File: src/rtl/tipi_rpi_shift_master.sv
// tipi_rpi_shift_master: initiator side of the TIPI serial register link.
// Ports: clk/reset_n (async active-low); req_valid/req_ready/req_write/req_dc/req_data byte request;
// rsp_valid/rsp_data completion; r_clk/r_dc/r_rt/r_le/r_dout/r_din serial link to the CPLD;
// r_reset async TI reset input, ti_reset synchronised copy, ti_reset_rise rising-edge pulse.
module tipi_rpi_shift_master #(
  parameter int HALF_PER = 4
) (
  input  logic       clk,
  input  logic       reset_n,
  input  logic       req_valid,
  output logic       req_ready,
  input  logic       req_write,
  input  logic       req_dc,
  input  logic [7:0] req_data,
  output logic       rsp_valid,
  output logic [7:0] rsp_data,
  output logic       r_clk,
  output logic       r_dc,
  output logic       r_rt,
  output logic       r_le,
  output logic       r_dout,
  input  logic       r_din,
  input  logic       r_reset,
  output logic       ti_reset,
  output logic       ti_reset_rise
);
  localparam int CW = HALF_PER > 1 ? $clog2(HALF_PER) : 1;
  localparam logic [2:0] S_IDLE  = 3'd0;
  localparam logic [2:0] S_SETUP = 3'd1;
  localparam logic [2:0] S_LOAD  = 3'd2;
  localparam logic [2:0] S_LO    = 3'd3;
  localparam logic [2:0] S_HI    = 3'd4;
  localparam logic [2:0] S_LATCH = 3'd5;
  localparam logic [2:0] S_TAIL  = 3'd6;
  localparam logic [2:0] S_DONE  = 3'd7;
  logic [2:0] state, nxt, bit_idx;
  logic [CW-1:0] cnt;
  logic [7:0] data, shreg;
  logic wr, last, accept, sync1;
  assign last = cnt == CW'(HALF_PER - 1);
  assign req_ready = state == S_IDLE;
  assign accept = req_valid & req_ready;
  always_comb begin
    nxt = state;
    case (state)
      S_IDLE:  nxt = req_valid ? S_SETUP : S_IDLE;
      S_SETUP: nxt = last ? (wr ? S_LO : S_LOAD) : state;
      S_LOAD:  nxt = last ? S_LO : state;
      S_LO:    nxt = last ? S_HI : state;
      S_HI:    nxt = last ? (bit_idx != 3'd7 ? S_LO : wr ? S_LATCH : S_TAIL) : state;
      S_LATCH: nxt = last ? S_TAIL : state;
      S_TAIL:  nxt = last ? S_DONE : state;
      default: nxt = S_IDLE;
    endcase
  end
  // Link outputs are registered from the next state so they change cleanly on clk edges.
  always_ff @(posedge clk or negedge reset_n) begin
    if (!reset_n) begin
      state     <= S_IDLE;
      cnt       <= '0;
      bit_idx   <= '0;
      wr        <= 1'b0;
      data      <= '0;
      shreg     <= '0;
      r_clk     <= 1'b0;
      r_le      <= 1'b0;
      r_dout    <= 1'b0;
      r_rt      <= 1'b1;
      r_dc      <= 1'b0;
      rsp_valid <= 1'b0;
      rsp_data  <= '0;
    end else begin
      state     <= nxt;
      cnt       <= nxt != state ? '0 : cnt + 1'b1;
      r_clk     <= nxt == S_HI;
      r_le      <= nxt == S_LOAD || nxt == S_LATCH;
      rsp_valid <= nxt == S_DONE;
      if (accept) begin
        wr      <= req_write;
        data    <= req_data;
        r_rt    <= ~req_write;
        r_dc    <= req_dc;
        r_dout  <= req_write & req_data[7];
        bit_idx <= '0;
      end
      // Read bit is taken on the last LO cycle, just before r_clk rises and the CPLD shifts.
      if (state == S_LO && last && !wr) shreg <= {shreg[6:0], r_din};
      // End of HI is the r_clk falling edge: present the next write bit for the coming rise.
      if (state == S_HI && last) begin
        bit_idx <= bit_idx + 1'b1;
        if (wr && bit_idx != 3'd7) r_dout <= data[3'd6 - bit_idx];
      end
      if (nxt == S_TAIL) r_dout <= 1'b0;
      if (nxt == S_DONE) rsp_data <= wr ? data : shreg;
    end
  end
  always_ff @(posedge clk or negedge reset_n) begin
    if (!reset_n) begin
      sync1         <= 1'b0;
      ti_reset      <= 1'b0;
      ti_reset_rise <= 1'b0;
    end else begin
      sync1         <= r_reset;
      ti_reset      <= sync1;
      ti_reset_rise <= sync1 & ~ti_reset;
    end
  end
endmodule

File: config.mk
export PLATFORM = sky130hd
export DESIGN_NAME = tipi_rpi_shift_master
export DESIGN_NICKNAME = d
export VERILOG_FILES = /design/src/rtl/tipi_rpi_shift_master.sv
export SDC_FILE = /design/constraint.sdc
export NUM_CORES = 1
export LEC_CHECK = 0
export BUFFER_PORTS_ARGS = -buffer_cell sky130_fd_sc_hd__buf_2
export CORE_ASPECT_RATIO = 0.6
export CORE_UTILIZATION = 49
export DETAILED_ROUTE_END_ITERATION = 8
export GPL_TIMING_DRIVEN = 0
export PLACE_DENSITY = 0.74
export SYNTH_ARGS = -nofsm -noshare
export SYNTH_HDL_FRONTEND = slang
export SYNTH_SLANG_ARGS = --single-unit
File: constraint.sdc
create_clock -name clk -period 1.7 [get_ports clk]
set_input_delay 0.255 -clock clk [delete_from_list [all_inputs] [get_ports clk]]
set_output_delay 0.255 -clock clk [all_outputs]
set_load 0.01 [all_outputs]
==> results of run 1 <==
[metal layers]
metal  global-route usage (%)  vias to the layer above  routed length, µm
met5                        0                        -                  0
met4                     11.7                        0                 60
met3                     6.30                        7                165
met2                     29.8                       33               1760
met1                     29.9                      661               1860
li1                         -                      625                  -
[power groups by stage]
| stage | combinational (W) | clock (W) | sequential (W) |
|---|---|---|---|
| final | 0.0000503 | 0.000662 | 0.00101 |
| after global routing | 0.0000583 | 0.000720 | 0.00101 |
| after CTS | 0.0000527 | 0.000682 | 0.00101 |
| after detailed placement | 0.0000526 | 0 | 0.00103 |
| after global placement | 0.0000496 | 0 | 0.00103 |
| after floorplan | 0.00000964 | 0 | 0.00103 |
[what timing repair did]
item	CTS	global route
pin swaps	3	4
resized for setup	7	5
hold endpoints to repair	0	0
endpoints found under the setup margin	11	17
buffers inserted	3	6
[flip-flops by register name (all words and copies together), names as in the netlist, 2 cells and up]
name and flops:
rsp_data 8, cnt 2, data 8, state 3, bit_idx 3, shreg 8
[logic make-up after synthesis]
group	share of synthesized area [%]
AO/OA/AOI/OAI	9.51
XOR/XNOR	0.466
adder cells (fa/ha/maj)	2.66
buffers and inverters	2.73
flip-flops	56.0
multiplexers	18.0
AND/OR/NAND/NOR	10.7
[cell usage in the layout (no fill, tap or decap), types with 2 or more instances in the layout]
cell                       count
sky130_fd_sc_hd__a211oi_1      2
sky130_fd_sc_hd__a21oi_1       3
sky130_fd_sc_hd__a22o_1        2
sky130_fd_sc_hd__buf_2        36
sky130_fd_sc_hd__buf_4         9
sky130_fd_sc_hd__clkbuf_1      2
sky130_fd_sc_hd__clkbuf_8      6
sky130_fd_sc_hd__dfrtp_1      40
sky130_fd_sc_hd__ha_4          3
sky130_fd_sc_hd__inv_1         2
sky130_fd_sc_hd__mux2_2       18
sky130_fd_sc_hd__mux2i_1       8
sky130_fd_sc_hd__mux4_2        2
sky130_fd_sc_hd__nand2_1      15
sky130_fd_sc_hd__nand2b_1      4
sky130_fd_sc_hd__nand3_1       2
sky130_fd_sc_hd__nor2_1        3
sky130_fd_sc_hd__nor2b_1       2
sky130_fd_sc_hd__o21ai_0      12
sky130_fd_sc_hd__o21ai_1       2
[stage by stage]
stage	power, W	instances	util [%]	hold WS, ns
final	0.00173	245	63.1	0.0639
after global routing	0.00179	245	63.1	0.0515
after CTS	0.00175	239	61.1	0.0612
after detailed placement	0.00109	228	57.1	0.367
after global placement	0.00108	228	57.1	0.350
after floorplan	0.00104	150	-	-0.0406
[worst register-to-register path, stage by stage, from the launching register on]
cell and delay (ns):
sky130_fd_sc_hd__dfrtp_2 0.43, sky130_fd_sc_hd__ha_4 0.17, sky130_fd_sc_hd__ha_4 0.18, sky130_fd_sc_hd__o21a_1 0.18, sky130_fd_sc_hd__o221a_4 0.22, sky130_fd_sc_hd__nor2b_4 0.13
sky130_fd_sc_hd__a221oi_2 0.28
[area by class of cell]
type | count | area (µm²)
plain buffers | 7 | 40.0
clock buffers | 7 | 86.3
clock inverters | 1 | 5.00
fillers | 300 | 1360
inverters | 3 | 11.3
multi-input cells | 98 | 845
flip-flops and latches | 42 | 1050
well taps | 47 | 58.8
repair buffers | 40 | 223
[how the worst max path moves through the flow]
stage / end / cells after the start / startpoint / slack [ns]
final: r_dout / 6 / bit_idx[0] / 0.01
after global placement: r_dout / 4 / bit_idx[0] / -0.12
after floorplan: r_dout / 6 / bit_idx[0] / 0.002
after CTS: r_dout / 6 / bit_idx[0] / 0.007
after detailed placement: r_dout / 6 / bit_idx[0] / -0.16
after global routing: r_dout / 4 / bit_idx[1] / -0.03
==> tab_implementation.tex, run 1 <==
\begin{tabular}{lr}
\hline
Metric & Value \\
\hline
\multicolumn{2}{l}{\textbf{Outcome}} \\
Run status & completed \\
\multicolumn{2}{l}{\textbf{STA}} \\
Clock tree skew after final layout & 0.00495 ns \\
Count of final max-slew check failures & 0 \\
Final number of setup-violating endpoints & 0 \\
Normalized max-slew margin & 39.4\% \\
Shortest period the worst path allows & 1.69 ns \\
Max Freq & 593 MHz \\
Measured slew at the worst slew-check pin & 0.908 ns \\
Unrepaired setup endpoints after global routing & true \\
Crit path setup slack, layout & 0.0137 ns \\
Final worst-path cycle share & 99.2\% \\
Hold violation total from the final report & 0 \\
TNS Setup & 0 ns \\
\multicolumn{2}{l}{\textbf{Floorplan}} \\
Die area & 4100 µm² \\
Number of placement rows & 17 \\
Horizontal extent of the die & 82.0 µm \\
Starting density of the core & 51.1\% \\
Height of the chip & 50.0 µm \\
Number of top-level pins & 32 \\
Core outline area & 3680 µm² \\
\multicolumn{2}{l}{\textbf{Hold path}} \\
Min-delay worst type & in -> reg \\
Start point of the worst hold path & r\_reset \\
Hold path depth & 1 \\
End point of the most critical hold path & sync1 \\
\multicolumn{2}{l}{\textbf{Synthesis}} \\
Cell count after synthesis & 150 \\
Leading area contributor after synthesis & sky130\_fd\_sc\_hd\_\_dfrtp\_1 \\
Largest cells by area after synthesis & sky130\_fd\_sc\_hd\_\_dfrtp\_1 (55\%), sky130\_fd\_sc\_hd\_\_mux2\_2 (11\%), sky130\_fd\_sc\_hd\_\_mux2i\_1 (4.8\%) \\
Most instantiated flip-flop cell in the synthesis netlist & sky130\_fd\_sc\_hd\_\_dfrtp\_1 \\
Mean Syn Cell Area & 12.5 µm² \\
Number of nets produced by synthesis & 169 \\
Post-synth EDFFs & 0 \\
Cell types with the highest counts after synthesis & sky130\_fd\_sc\_hd\_\_dfrtp\_1 (41), sky130\_fd\_sc\_hd\_\_mux2\_2 (18), sky130\_fd\_sc\_hd\_\_nand2\_1 (15) \\
Total standard cell area after synthesis & 1880 µm² \\
Warnings from Yosys & 0 \\
Ys async rst share & 100\% \\
Most repeated cell in the gate-level netlist after synthesis & sky130\_fd\_sc\_hd\_\_dfrtp\_1 \\
Area share of the leading cell type in the synthesized netlist & 54.6\% \\
Sequential fraction of the synthesis area & 56.0\% \\
Distinct cells, synth & 35 \\
Register bit count reported by yosys & 42 \\
\multicolumn{2}{l}{\textbf{Critical path}} \\
Slowest stage delay, CP & 0.43 ns \\
WP buf/inv & 0 \\
Chain of cells forming the critical path & ha\_4 -> ha\_4 -> o21a\_1 -> o221a\_4 -> nor2b\_4 -> a221oi\_2 \\
Cell repeated most along the worst path & sky130\_fd\_sc\_hd\_\_ha\_4 \\
Crit path launch type & flip-flop \\
Worst Reg2Reg Path Length in Cells & 6 \\
Critical Path Sink Type & flip-flop \\
Worst Path Required & 1.90 ns \\
Critical Path AT & 1.89 ns \\
R2R Path End & r\_dout \\
Maximum net fanout on the critical path & 5 \\
Critical path start-end classification & reg -> reg \\
Beginning of the worst register-to-register path & bit\_idx[0] \\
Delay-heaviest family, CP & compound AO/OA/AOI/OAI gates \\
Flop2flop setup slack & 0.01 ns \\
Slowest cell on crit path & sky130\_fd\_sc\_hd\_\_dfrtp\_2 \\
\multicolumn{2}{l}{\textbf{Detailed routing}} \\
Wire length reported by the detailed router & 3.84 mm \\
Detailed-route via count & 1,326 \\
Routed length per instance & 15.7 µm \\
Iteration count of the initial detailed-routing pass & 4 \\
DRC violations left & 0 \\
Routed via count divided by cell count & 5.41 \\
Count of routing violations after the opening detailed-route iteration & 75 \\
Number of nets with antenna violations after routing & 0 \\
\multicolumn{2}{l}{\textbf{Placed design}} \\
RD Place Congestion & 0.814 \\
Post-DP HPWL & 2.65 mm \\
Post-detailed-placement cell area & 2100 µm² \\
Worst setup slack after placement & -0.158 ns \\
Count of input and output buffers & 31 \\
\multicolumn{2}{l}{\textbf{Pwr}} \\
Share of total power in sequential cells & 58.7\% \\
Maximum resistive drop on vdd & 0.395 mV \\
Fraction of power consumed by the clock network & 38.4\% \\
Switching power of the nets & 0.000370 W \\
Relative contribution of combinational cells to total power & 2.9\% \\
LEAKAGE & 1.09 nW \\
Power Density & 743 nW/µm² \\
Sw frac & 21.5\% \\
Internal power summed over all cells & 0.00136 W \\
\multicolumn{2}{l}{\textbf{Final layout}} \\
Number of nets in the finished design & 216 \\
Share of cells above drive strength 1 & 44.9\% \\
Antenna Cells & 0 \\
Area Overhead vs Synth & 23.5\% \\
Final Instance Area & 2320 µm² \\
\multicolumn{2}{l}{\textbf{Global route}} \\
Via count of the first global-routing pass & 1,262 \\
Initial antenna violation count & 0 \\
Maximum number of pins on one net before global-route repair & 43 \\
Wire length of the first global-routing pass & 6.15 mm \\
Total overflow reported by the global router & 0 \\
Global router's overall resource usage & 21.5\% \\
\multicolumn{2}{l}{\textbf{Clock tree}} \\
Post-cts hold buffer count & 0 \\
Root Driver & sky130\_fd\_sc\_hd\_\_clkbuf\_8 \\
Clk\_lat worst skew & 0.30 ns \\
Max H-tree Level & 2 \\
Number of buffers created by CTS & 5 \\
Clock-pin slew reported for the worst setup and hold paths after clock tree synthesis & 0.08 ns \\
Largest buffer count on any clock path & 2 \\
CTS sink count & 42 \\
TritonCTS clock tree & built \\
\multicolumn{2}{l}{\textbf{Flow run}} \\
Number of max-cap violations & 0 \\
\hline
\end{tabular}
Power figures use the tool's default switching activity.
==> inputs of run 2 (changes only) <==
==> constraint.sdc (replaced) <==
create_clock -name clk -period 1.4 [get_ports clk]
set_input_delay 0.21 -clock clk [delete_from_list [all_inputs] [get_ports clk]]
set_output_delay 0.21 -clock clk [all_outputs]
set_load 0.01 [all_outputs]
==> tab_implementation.tex, run 2 (same netlist as run 1, synthesis figures left out) <==
\begin{tabular}{lr}
\hline
Metric & Value \\
\hline
\multicolumn{2}{l}{\textbf{Critical path}} \\
Critical Path AT & 1.84 ns \\
Worst Path Required & 1.56 ns \\
Worst setup path startpoint & bit\_idx[0] \\
Beginning of the worst register-to-register path & bit\_idx[0] \\
Critical path start-end classification & reg -> reg \\
End point of the critical path & r\_dout \\
Worst Reg2Reg Path Length in Cells & 4 \\
R2R Path End & r\_dout \\
Flop2flop setup slack & -0.28 ns \\
Maximum net fanout on the critical path & 3 \\
Critical Path Sink Type & flip-flop \\
Crit path launch type & flip-flop \\
\multicolumn{2}{l}{\textbf{Hold path}} \\
Min-delay worst type & in -> reg \\
\multicolumn{2}{l}{\textbf{Placed design}} \\
Worst setup slack after placement & -0.359 ns \\
Count of input and output buffers & 31 \\
Post-DP HPWL & 2.64 mm \\
RD Place Congestion & 0.860 \\
\multicolumn{2}{l}{\textbf{STA}} \\
Clock tree skew after final layout & 0.00762 ns \\
Measured slew at the worst slew-check pin & 0.930 ns \\
Max Freq & 595 MHz \\
Final worst-path cycle share & 120\% \\
Final number of setup-violating endpoints & 16 \\
Hold slack & 0.0290 ns \\
Hold violation total from the final report & 0 \\
Crit path setup slack, layout & -0.279 ns \\
Shortest period the worst path allows & 1.68 ns \\
Unrepaired setup endpoints after global routing & true \\
TNS Setup & -1.32 ns \\
Count of final max-slew check failures & 0 \\
Normalized max-slew margin & 38.0\% \\
\multicolumn{2}{l}{\textbf{Pwr}} \\
Switching power of the nets & 0.000437 W \\
Relative contribution of combinational cells to total power & 3.3\% \\
Internal power summed over all cells & 0.00159 W \\
Sw frac & 21.6\% \\
Share of total power in sequential cells & 60.9\% \\
Fraction of power consumed by the clock network & 35.9\% \\
LEAKAGE & 1.18 nW \\
Power Density & 807 nW/µm² \\
Maximum resistive drop on vdd & 0.678 mV \\
Total Power & 0.00202 W \\
\multicolumn{2}{l}{\textbf{Detailed routing}} \\
Routed length per instance & 17.1 µm \\
Count of routing violations after the opening detailed-route iteration & 115 \\
Iteration count of the initial detailed-routing pass & 4 \\
Wl on met1 & 1.99 mm \\
Routed via count divided by cell count & 5.53 \\
Detailed-route via count & 1,376 \\
Uppermost routed layer & met4 \\
Wire length reported by the detailed router & 4.26 mm \\
Met3 wire length & 223 µm \\
Met2 wirelength from detailed routing & 1.98 mm \\
DRC violations left & 0 \\
Number of nets with antenna violations after routing & 0 \\
\multicolumn{2}{l}{\textbf{Outcome}} \\
Run status & finished with violations \\
Failing checks & negative setup slack \\
\multicolumn{2}{l}{\textbf{Final layout}} \\
Storage cell area & 1060 µm² \\
Core occupancy in the finished layout & 68.2\% \\
Area Overhead vs Synth & 33.4\% \\
Number of fill cells in the layout & 275 \\
Largest registers & data (8), rsp\_data (8), shreg (8) \\
Antenna Cells & 0 \\
Number of nets in the finished design & 221 \\
Commonest cells after routing, fill and taps aside & sky130\_fd\_sc\_hd\_\_dfrtp\_1 (38), sky130\_fd\_sc\_hd\_\_buf\_2 (33), sky130\_fd\_sc\_hd\_\_nand2\_1 (12) \\
Share of cells above drive strength 1 & 52.5\% \\
Area used by multi-input combinational logic & 941 µm² \\
Most common cell after layout, fill and taps aside & sky130\_fd\_sc\_hd\_\_dfrtp\_1 \\
\multicolumn{2}{l}{\textbf{Global route}} \\
Initial antenna violation count & 0 \\
Total overflow reported by the global router & 0 \\
Global router's overall resource usage & 23.1\% \\
Wire length of the first global-routing pass & 6.73 mm \\
Maximum number of pins on one net before global-route repair & 43 \\
Via count of the first global-routing pass & 1,364 \\
\multicolumn{2}{l}{\textbf{Flow run}} \\
Number of max-cap violations & 0 \\
\multicolumn{2}{l}{\textbf{Floorplan}} \\
Height of the chip & 50.0 µm \\
Die area & 4100 µm² \\
Core outline area & 3680 µm² \\
Number of top-level pins & 32 \\
Number of placement rows & 17 \\
Starting density of the core & 51.1\% \\
Horizontal extent of the die & 82.0 µm \\
\multicolumn{2}{l}{\textbf{Clock tree}} \\
Clk\_lat worst skew & 0.29 ns \\
TritonCTS clock tree & built \\
Clock-pin slew reported for the worst setup and hold paths after clock tree synthesis & 0.07 ns \\
CTS sink count & 42 \\
Root Driver & sky130\_fd\_sc\_hd\_\_clkbuf\_8 \\
Largest buffer count on any clock path & 2 \\
Number of buffers created by CTS & 5 \\
Max H-tree Level & 2 \\
\hline
\end{tabular}
## run 2: cell count changes in the layout (fill, tap and decap cells not counted), sizes merged
cell,previous run,this run
buf,46,50
clkbuf,8,7
clkinv,1,2
## run 2: layer usage
layer | track usage (%) | up-vias
li1 | - | 642
met1 | 32.4 | 684
met2 | 35.0 | 41
met3 | 5.00 | 9
met4 | 8.77 | 0
met5 | 0 | -
## run 2: what timing repair did
item,CTS,global route
hold endpoints to repair,0,0
resized for setup,32,20
setup endpoints to repair,34,27
cloned,0,2
setup buffers,8,6
pin swaps,10,9
hold buffers,0,0
## run 2: worst min-delay path by stage
stage	startpoint	end	slack [ns]	cells past startpoint
after floorplan	reset_n	bit_idx[0]	-0.09	0
after global placement	r_reset	sync1	0.32	1
after detailed placement	r_reset	sync1	0.32	1
after CTS	r_reset	sync1	0.02	1
after global routing	r_reset	sync1	0.02	1
final	r_reset	sync1	0.03	1
## run 2: critical path, cell delays in order (launching register included)
cell and delay [ns]:
sky130_fd_sc_hd__dfrtp_2 0.43, sky130_fd_sc_hd__ha_4 0.30, sky130_fd_sc_hd__mux4_2 0.53, sky130_fd_sc_hd__mux2i_2 0.21, sky130_fd_sc_hd__a221oi_2 0.08
## run 2: power groups by stage
stage               combinational [W]  clock [W]  sequential [W]
CTS                         0.0000679   0.000748         0.00123
floorplan                   0.0000117          0         0.00125
global route                0.0000756   0.000800         0.00123
detailed placement          0.0000623          0         0.00126
global placement            0.0000599          0         0.00125
finish                      0.0000658   0.000726         0.00123
## run 2: layout make-up
class	instances	share of cell area (%)
Inverter	3	0.449
Clock buffer	5	2.74
Buffer	6	2.29
Tap cell	47	2.34
Sequential cell	42	42.1
Timing Repair Buffer	46	12.2
Clock inverter	2	0.399
Multi-Input combinational cell	98	37.5
## run 2: metrics by stage
stage | instance area, µm² | cells
2_1_floorplan | 1940 | 150
3_3_place_gp | 2150 | 228
3_5_place_dp | 2150 | 228
4_1_cts | 2410 | 243
5_1_grt | 2510 | 249
6_report | 2510 | 249
